File: config.mk
export PLATFORM = sky130hd
export DESIGN_NAME = vga_scan_generator
export DESIGN_NICKNAME = d
export VERILOG_FILES = /design/src/rtl/vga_pkg.sv /design/src/rtl/vga_axis_counter.sv /design/src/rtl/vga_scan_generator.sv
export SDC_FILE = /design/constraint.sdc
export NUM_CORES = 1
export LEC_CHECK = 0
export ABC_CLOCK_PERIOD_IN_PS = 2800
export CAP_MARGIN = 20
export CELL_PAD_IN_SITES_DETAIL_PLACEMENT = 1
export CELL_PAD_IN_SITES_GLOBAL_PLACEMENT = 1
export CORE_MARGIN = 1.5
export CORE_UTILIZATION = 32
export DETAILED_ROUTE_END_ITERATION = 8
export HOLD_SLACK_MARGIN = 0.06
export PLACE_DENSITY = 0.68
export RECOVER_POWER = 100
export SETUP_SLACK_MARGIN = 0.1
export SLEW_MARGIN = 20
export SYNTH_ARGS = -nofsm -noshare
export SYNTH_HDL_FRONTEND = slang
export SYNTH_SLANG_ARGS = --single-unit
File: constraint.sdc
create_clock -name Clk -period 2.8 [get_ports Clk]
set_clock_uncertainty 0.05 [all_clocks]
set_input_delay 0.42 -clock Clk [delete_from_list [all_inputs] [get_ports Clk]]
set_output_delay 0.42 -clock Clk [all_outputs]
set_load 0.02 [all_outputs]
File: src/rtl/vga_pkg.sv
// Shared VGA 640x480@60 timing constants and the scan-phase type used by both axis counters.
package vga_pkg;

   localparam int unsigned CNT_W = 10;

   localparam int unsigned H_VISIBLE    = 640;
   localparam int unsigned H_FP         = 16;
   localparam int unsigned H_SYNC       = 96;
   localparam int unsigned H_BP         = 48;
   localparam int unsigned H_TOTAL      = H_VISIBLE + H_FP + H_SYNC + H_BP;
   localparam int unsigned H_SYNC_START = H_VISIBLE + H_FP;
   localparam int unsigned H_SYNC_END   = H_SYNC_START + H_SYNC - 1;

   localparam int unsigned V_VISIBLE    = 480;
   localparam int unsigned V_FP         = 10;
   localparam int unsigned V_SYNC       = 2;
   localparam int unsigned V_BP         = 33;
   localparam int unsigned V_TOTAL      = V_VISIBLE + V_FP + V_SYNC + V_BP;
   localparam int unsigned V_SYNC_START = V_VISIBLE + V_FP;
   localparam int unsigned V_SYNC_END   = V_SYNC_START + V_SYNC - 1;

   typedef enum logic [1:0] {
      VISIBLE = 2'd0,
      FRONT   = 2'd1,
      SYNC    = 2'd2,
      BACK    = 2'd3
   } scan_phase_t;

endpackage

File: src/rtl/vga_axis_counter.sv
// One raster axis: wrapping position counter plus a registered phase FSM that tracks it.
module vga_axis_counter
   import vga_pkg::*;
#(
   parameter int unsigned W         = CNT_W,
   parameter int unsigned P_VISIBLE = H_VISIBLE,
   parameter int unsigned P_FRONT   = H_FP,
   parameter int unsigned P_SYNC    = H_SYNC,
   parameter int unsigned P_BACK    = H_BP
) (
   input  logic         i_clk,
   input  logic         i_rst,
   input  logic         i_en,
   output logic [W-1:0] o_count,
   output logic         o_wrap_c,
   output scan_phase_t  o_phase
);

   localparam int unsigned TOTAL = P_VISIBLE + P_FRONT + P_SYNC + P_BACK;

   logic [W-1:0] r_count;
   scan_phase_t  r_phase;

   assign o_wrap_c = (r_count == W'(TOTAL - 1));
   assign o_count  = r_count;
   assign o_phase  = r_phase;

   // Phase changes on the same enable as the count, so it always describes r_count.
   always_ff @(posedge i_clk or posedge i_rst) begin
      if (i_rst) begin
         r_count <= '0;
         r_phase <= VISIBLE;
      end else if (i_en) begin
         r_count <= o_wrap_c ? '0 : r_count + W'(1);
         case (r_phase)
            VISIBLE: if (r_count == W'(P_VISIBLE - 1))                    r_phase <= FRONT;
            FRONT:   if (r_count == W'(P_VISIBLE + P_FRONT - 1))          r_phase <= SYNC;
            SYNC:    if (r_count == W'(P_VISIBLE + P_FRONT + P_SYNC - 1)) r_phase <= BACK;
            BACK:    if (o_wrap_c)                                         r_phase <= VISIBLE;
            default:                                                       r_phase <= VISIBLE;
         endcase
      end
   end

endmodule

File: src/rtl/vga_scan_generator.sv
// Raster scan source: pixel-clock divider, H/V counters, and a one-pixel output stage that
// keeps returned colour aligned with HS/VS/BLANK.
module vga_scan_generator
   import vga_pkg::*;
#(
   parameter int unsigned CLK_DIV     = 2,   // must be >= 2
   parameter int unsigned P_H_VISIBLE = H_VISIBLE,
   parameter int unsigned P_H_FP      = H_FP,
   parameter int unsigned P_H_SYNC    = H_SYNC,
   parameter int unsigned P_H_BP      = H_BP,
   parameter int unsigned P_V_VISIBLE = V_VISIBLE,
   parameter int unsigned P_V_FP      = V_FP,
   parameter int unsigned P_V_SYNC    = V_SYNC,
   parameter int unsigned P_V_BP      = V_BP
) (
   input  logic             Clk,
   input  logic             Reset,
   input  logic [7:0]       RGB_R,
   input  logic [7:0]       RGB_G,
   input  logic [7:0]       RGB_B,
   output logic [CNT_W-1:0] DrawX,
   output logic [CNT_W-1:0] DrawY,
   output logic             VGA_CLK,
   output logic             VGA_HS,
   output logic             VGA_VS,
   output logic             VGA_BLANK_N,
   output logic             VGA_SYNC_N,
   output logic [7:0]       VGA_R,
   output logic [7:0]       VGA_G,
   output logic [7:0]       VGA_B,
   output logic             frame_end
);

   localparam int unsigned DIV_W = $clog2(CLK_DIV);

   logic [DIV_W-1:0] r_div_cnt;
   logic [DIV_W-1:0] w_div_next;
   logic             w_pix_en;
   logic             w_h_wrap;
   logic             w_v_wrap;
   logic             w_visible;
   logic [CNT_W-1:0] w_hc;
   logic [CNT_W-1:0] w_vc;
   scan_phase_t      w_h_phase;
   scan_phase_t      w_v_phase;

   logic             r_vga_clk;
   logic             r_hs;
   logic             r_vs;
   logic             r_blank_n;
   logic [7:0]       r_r;
   logic [7:0]       r_g;
   logic [7:0]       r_b;

   assign w_pix_en   = (r_div_cnt == DIV_W'(CLK_DIV - 1));
   assign w_div_next = w_pix_en ? '0 : r_div_cnt + DIV_W'(1);
   assign w_visible  = (w_h_phase == VISIBLE) && (w_v_phase == VISIBLE);

   vga_axis_counter #(
      .W         (CNT_W),
      .P_VISIBLE (P_H_VISIBLE),
      .P_FRONT   (P_H_FP),
      .P_SYNC    (P_H_SYNC),
      .P_BACK    (P_H_BP)
   ) u_h_cnt (
      .i_clk    (Clk),
      .i_rst    (Reset),
      .i_en     (w_pix_en),
      .o_count  (w_hc),
      .o_wrap_c (w_h_wrap),
      .o_phase  (w_h_phase)
   );

   vga_axis_counter #(
      .W         (CNT_W),
      .P_VISIBLE (P_V_VISIBLE),
      .P_FRONT   (P_V_FP),
      .P_SYNC    (P_V_SYNC),
      .P_BACK    (P_V_BP)
   ) u_v_cnt (
      .i_clk    (Clk),
      .i_rst    (Reset),
      .i_en     (w_pix_en & w_h_wrap),
      .o_count  (w_vc),
      .o_wrap_c (w_v_wrap),
      .o_phase  (w_v_phase)
   );

   // Divider and pixel-rate output stage; VGA_CLK rises on the pix_en edge.
   always_ff @(posedge Clk or posedge Reset) begin
      if (Reset) begin
         r_div_cnt <= '0;
         r_vga_clk <= 1'b0;
         r_hs      <= 1'b1;
         r_vs      <= 1'b1;
         r_blank_n <= 1'b0;
         r_r       <= '0;
         r_g       <= '0;
         r_b       <= '0;
      end else begin
         r_div_cnt <= w_div_next;
         r_vga_clk <= (w_div_next < DIV_W'(CLK_DIV / 2));
         if (w_pix_en) begin
            r_hs      <= (w_h_phase != SYNC);
            r_vs      <= (w_v_phase != SYNC);
            r_blank_n <= w_visible;
            r_r       <= w_visible ? RGB_R : '0;
            r_g       <= w_visible ? RGB_G : '0;
            r_b       <= w_visible ? RGB_B : '0;
         end
      end
   end

   assign DrawX       = w_hc;
   assign DrawY       = w_vc;
   assign VGA_CLK     = r_vga_clk;
   assign VGA_HS      = r_hs;
   assign VGA_VS      = r_vs;
   assign VGA_BLANK_N = r_blank_n;
   assign VGA_SYNC_N  = 1'b0;
   assign VGA_R       = r_r;
   assign VGA_G       = r_g;
   assign VGA_B       = r_b;

   // Pulses during the Clk cycle of the last visible pixel; pix_en is low throughout reset.
   assign frame_end = w_pix_en
                    && (w_hc == CNT_W'(P_H_VISIBLE - 1))
                    && (w_vc == CNT_W'(P_V_VISIBLE - 1));

   logic w_unused;
   assign w_unused = w_v_wrap;

endmodule

### After elaboration in Yosys (flattened, before gate mapping)

Index checks and enable logic that the tools add are counted.

* input bits: 26
* memory bits (read-only): 0
* latch bits: 0
* output and inout bits: 50
* memories: 0
* memory bits (writable): 0
* logic and storage cells: 64
* flip-flop bits (word level): 53

* bitwise operators: 1
* shift operators: 0
* add/sub/neg operators: 3
* div/mod/pow operators: 0
* $lt $le $gt $ge: 1
* reductions and logical operators: 7
* muxes and demuxes: 16
* equal/unequal tests: 24
* $mul: 0

Operators with widths (count)
* $eq A10 B10 Y1 const B: 5
* $eq A10 B9 Y1 const B: 3
* $mux W8: 3
* $add A10 B1 Y10 const B: 2
* $mux W10: 2
* $mux W2: 8
* $ne A2 B1 Y1 const B: 8
* $pmux W2 S4: 2
* $reduce_and A5 Y1: 2
* $eq A2 B2 Y1 const B: 4
* $eq A2 B1 Y1 const B: 2
* $logic_not A2 Y1: 2
* $ne A2 B2 Y1 const B: 2
* $logic_and A1 B1 Y1: 3
* $add A1 B1 Y1 const B: 1
* $and A1 B1 Y1: 1
* $lt A1 B1 Y1 const B: 1
* $mux W1: 1

### Depth between registers and ports, before layout

* depth after elaboration: 3
* gate-level depth with buffers: 7

### Cells and area by module

Synthesis repeated with hierarchy kept, for this count alone.

* cell total of the unflattened synthesis: 223
* area, all modules: 2560.0 um2

Modules (own cells, without submodules)
* vga_scan_generator: times used 1, cells each 78, seq. area each 728.2 um2, area an instance 1102.3 um2
* vga_axis_counter (u_v_cnt): times used 1, cells each 75, seq. area each 300.3 um2, area an instance 752.0 um2
* vga_axis_counter (u_h_cnt): times used 1, cells each 70, seq. area each 300.3 um2, area an instance 705.7 um2

### Worst setup path after synthesis

OpenSTA, ideal clock, no wires.

* kind: register to register
* start point: register u_h_cnt.r_count[0] (netlist: u_h_cnt.o_count[0])
* end point: register u_v_cnt.r_phase[1] (netlist: u_v_cnt.o_phase[1])
* required time: 2.625 ns
* cell stages (with the launch flop): 8
* buffers on the path: 1
* arrival: 2.188 ns
* setup slack: 0.437 ns
* clock period less this slack: 2.363 ns
* cells stage by stage: dfrtp_1 -> ha_1 -> nand4b_4 -> or4_1 -> buf_2 -> a2111oi_4 -> o21ai_2 -> mux2_4

* word-level cells in the longest chain between the ends: 3

Ends and longest elaborated chain
* start: declaration: RTL line vga_axis_counter.sv:21 `logic [W-1:0] r_count;`
* start signal: assignment: RTL line vga_axis_counter.sv:34 `r_count <= o_wrap_c ? '0 : r_count + W'(1);`
* $eq A10 B10 Y1: RTL line vga_axis_counter.sv:24 `assign o_wrap_c = (r_count == W'(TOTAL - 1));`
* $and A1 B1 Y1: RTL line vga_scan_generator.sv:83 `.i_en (w_pix_en & w_h_wrap),`
* $reduce_and A5 Y1 (no source line)
* end signal: assignment: RTL line vga_axis_counter.sv:32 `r_phase <= VISIBLE;`
* end signal: assignment: RTL line vga_axis_counter.sv:36 `VISIBLE: if (r_count == W'(P_VISIBLE - 1)) r_phase <= FRONT;`
* end signal: assignment: RTL line vga_axis_counter.sv:37 `FRONT: if (r_count == W'(P_VISIBLE + P_FRONT - 1)) r_phase <= SYNC;`
* end: declaration: RTL line vga_axis_counter.sv:22 `scan_phase_t r_phase;`

Every way passes these cells.
A chain may end at the register's enable or synchronous reset.

### Worst setup path in the final report

* start point: register u_h_cnt.r_count[1] (netlist: u_h_cnt.o_count[1])
* end point: register u_v_cnt.r_phase[1] (netlist: u_v_cnt.o_phase[1])

Same word-level chain as after synthesis.

==> impl_results.md <==
* Post-Syn Area at 2490 sq um
* Multi-input logic area at 1050 sq um
* Worst-case clock buffer depth at 2
* Total GRT Usage at 16.6%
* DRT Pass-1 Iters at 4
* Via count at 2045
* Yosys cell types at 43
* Setup WS pre-CTS at 231 ps
* Worst path cell trace: ha_1 > nand4b_1 > or4_1 > a2111oi_4 > o21ai_1 > mux2_4
* Delay-heaviest family, CP: simple AND/OR/NAND/NOR gates
* Avg Synthesized Cell Area at 11.1 sq um
* Area leader, netlist: dfrtp_1
* Max_slew headroom at 20.0%
* Worst EP required at 2950 ps
* Clock tree sinks at 53
* Crit path max-delay cell type: or4_1
* Number of port buffers at 74
* Drt initial violations at 92
* Leading cell type in the layout, fill and taps excluded: dfrtp_1
* Starting Density at 33.6%
* Post-synth EDFFs at 0
* H-tree Lvls at 2
* Final wirelength at 6.44 mm
* Core area at 7410 sq um
* Most frequent cells in the layout: dfrtp_1 (50), dlygate4sd3_1 (49), a22o_1 (24), clkdlybuf4s50_1 (24), nand2_1 (18)
* Vias per inst at 5.06
* Largest net degree at the start of global routing at 29
* Reg2reg path depth at 6
* Hold path depth at 1
* Clk slew on worst S/H paths at 100 ps
* Slew of the pin with the lowest slew margin at 1200 ps
* Pwr/cell area at 413 nW/um^2
* Die Wd at 91.2 um
* Hold_buf cts at 0
* Final hold viol count at 0
* Final worst slack at 262 ps
* # setup viols final at 0
* Slew Viols, Final at 0
* Arrival @ worst endpoint at 2690 ps
* First-pass GRT wire length at 11.1 mm
* Final net count at 343
* Final setup TNS at 0 ps
* Critical setup path kind: flip-flop to flip-flop
* Die area at 8320 sq um
* Crit start category: flip-flop
* Crit-path max cell delay at 690 ps
* Syn Nets at 262
* Layout area overhead at 38.6%
* Top cell type's share of synthesized area at 51.3%
* Number of antenna-violating nets in the routed design at 0
* Cell area after layout at 3450 sq um
* # fillers at 813
* Highest clock rate at 394 MHz
* Layout cell share with drive strength beyond 1 at 6.56%
* Max-cap violations at 0
* TritonCTS clock tree: done
* HP Class: flip-flop to flip-flop
* Final instance count without filler cells at 404
* Tot Pwr at 1.43 mW
* Dpl cells at 397
* Ant diodes at 0
* Clock Latency Late Sink at 300 ps
* Storage element area at 1330 sq um
* Asr flop ratio synth at 100%
* Total gr overflow at 0
* Post-DP HPWL at 4.75 mm
* Crit share post-route at 90.7%
* Vias in the first global route at 2194
* Leakage at 1.59 nW
* Post-DP Area at 3390 sq um
* Yosys reg bits at 53
* DRC Markers at 0
* Largest fanout on the critical path at 7
* WP buf/inv at 0
* Yosys Warn Count at 0
* Final Critical Period at 2540 ps
* Cell Rows at 31
* Antenna violations before repair at 0
* Wirelength per Cell at 15.9 um
* CP Capture Type: flip-flop
* GPL Wtd Cong at 0.817
* RSZ-0062 raised after global routing: no
* Io pins at 76
* CP Depth at 6
* Die H at 91.2 um
* Main synth FF type: dfrtp_1
* Setup bufs post-CTS at 0
* Synth top area cells: dfrtp_1 (51%), a22o_1 (8.4%), ha_1 (6.0%), nand2_1 (2.7%), o21ai_0 (2.4%)
* Post-Syn Instances at 224
* Clock Tree Root: clkbuf_8
* VDD IR-drop max at 0.200 mV
* Num CTS Buffers at 5
* Run status: completed
* Seq/Total Area, Yosys at 53.4%
[synthesized netlist by cell type, drive strengths merged, types with 2 or more instances]
master,n
dfrtp,51
a22o,24
nand2,18
o21ai,13
ha,12
inv,12
nor2,9
a21oi,7
clkbuf,7
nand3,7
and3,6
xor2,6
nand2b,5
nor3,5
nor4,5
buf,4
nand4,3
o31ai,3
xnor2,3
a21o,2
a31oi,2
dfstp,2
mux2,2
nor4bb,2
[path summary, 6_finish.rpt]
| check | slack [ps] | end | startpoint |
|---|---|---|---|
| max in group asynchronous | 760 | VGA_B[4] | Reset |
| min reg2reg | 430 | VGA_BLANK_N | VGA_BLANK_N |
| max reg2reg | 260 | u_v_cnt.o_phase[1] | u_h_cnt.o_count[1] |
| min | 430 | VGA_BLANK_N | VGA_BLANK_N |
| max | 260 | u_v_cnt.o_phase[1] | u_h_cnt.o_count[1] |
| min in group asynchronous | 740 | u_v_cnt.o_count[9] | Reset |
[cell families (layout without fill, tap and decap cells)]
logic type | Yosys count | in the layout | synth area share (%)
buffers and inverters | 23 | 104 | 3.67
muxes | 3 | 3 | 1.46
DFF | 53 | 53 | 53.4
adders and majority gates | 12 | 12 | 6.03
xor gates and xnor gates | 9 | 9 | 3.17
other | 1 | 1 | 0.151
and+or+nand+nor | 67 | 67 | 15.1
AOI/OAI and AO/OA | 56 | 56 | 17.1
[where the power goes]
group          internal, mW  total [mW]  switching [mW]  leakage, nW
Clock                 0.261       0.514           0.254       0.0540
Combinational        0.0649       0.121          0.0557        0.882
Sequential            0.783       0.792         0.00959        0.657
[registers in the layout, indices dropped and copies added, names as in the netlist, 2 cells and up]
register         count
VGA_B                8
u_h_cnt.o_count     10
u_v_cnt.o_phase      2
u_v_cnt.o_count     10
VGA_R                8
u_h_cnt.o_phase      2
VGA_G                8
[through the flow]
stage                     hold WS (ps)  utilization, %
after floorplan                    391               -
after CTS                          441            47.2
after global placement             411            45.8
after detailed placement           420            45.8
final                              429            46.6
after global routing               459            46.6
[layer usage]
metal	wire length, um	track usage, %	vias up
li1	-	-	965
met1	2880	21.6	1005
met2	2950	26.0	71
met3	567	6.95	4
met4	47	3.52	0
met5	0	0	-
[worst reg2reg max path, delay by kind of cell, from the launching register on]
family / cells / cell delay (ps)
fa+ha+maj: 1 / 280
simple gates: 2 / 910
mux: 1 / 320
compound gates: 2 / 420
flops: 1 / 450
[repair_timing]
item | in CTS | in global routing
gates resized for setup | 2 | 2
setup endpoints to repair | 1 | 1
gates cloned | 0 | 0
[cell type report]
type,count,share of cell area (%)
flip-flops and latches,53,38.5
multi-input cells,148,30.4
repair buffers,85,23.2
well taps,99,3.59
clock buffers,5,1.99
inverters,12,1.30
clock inverters,2,1.01
Note: power is estimated with default switching activity, not from simulation.
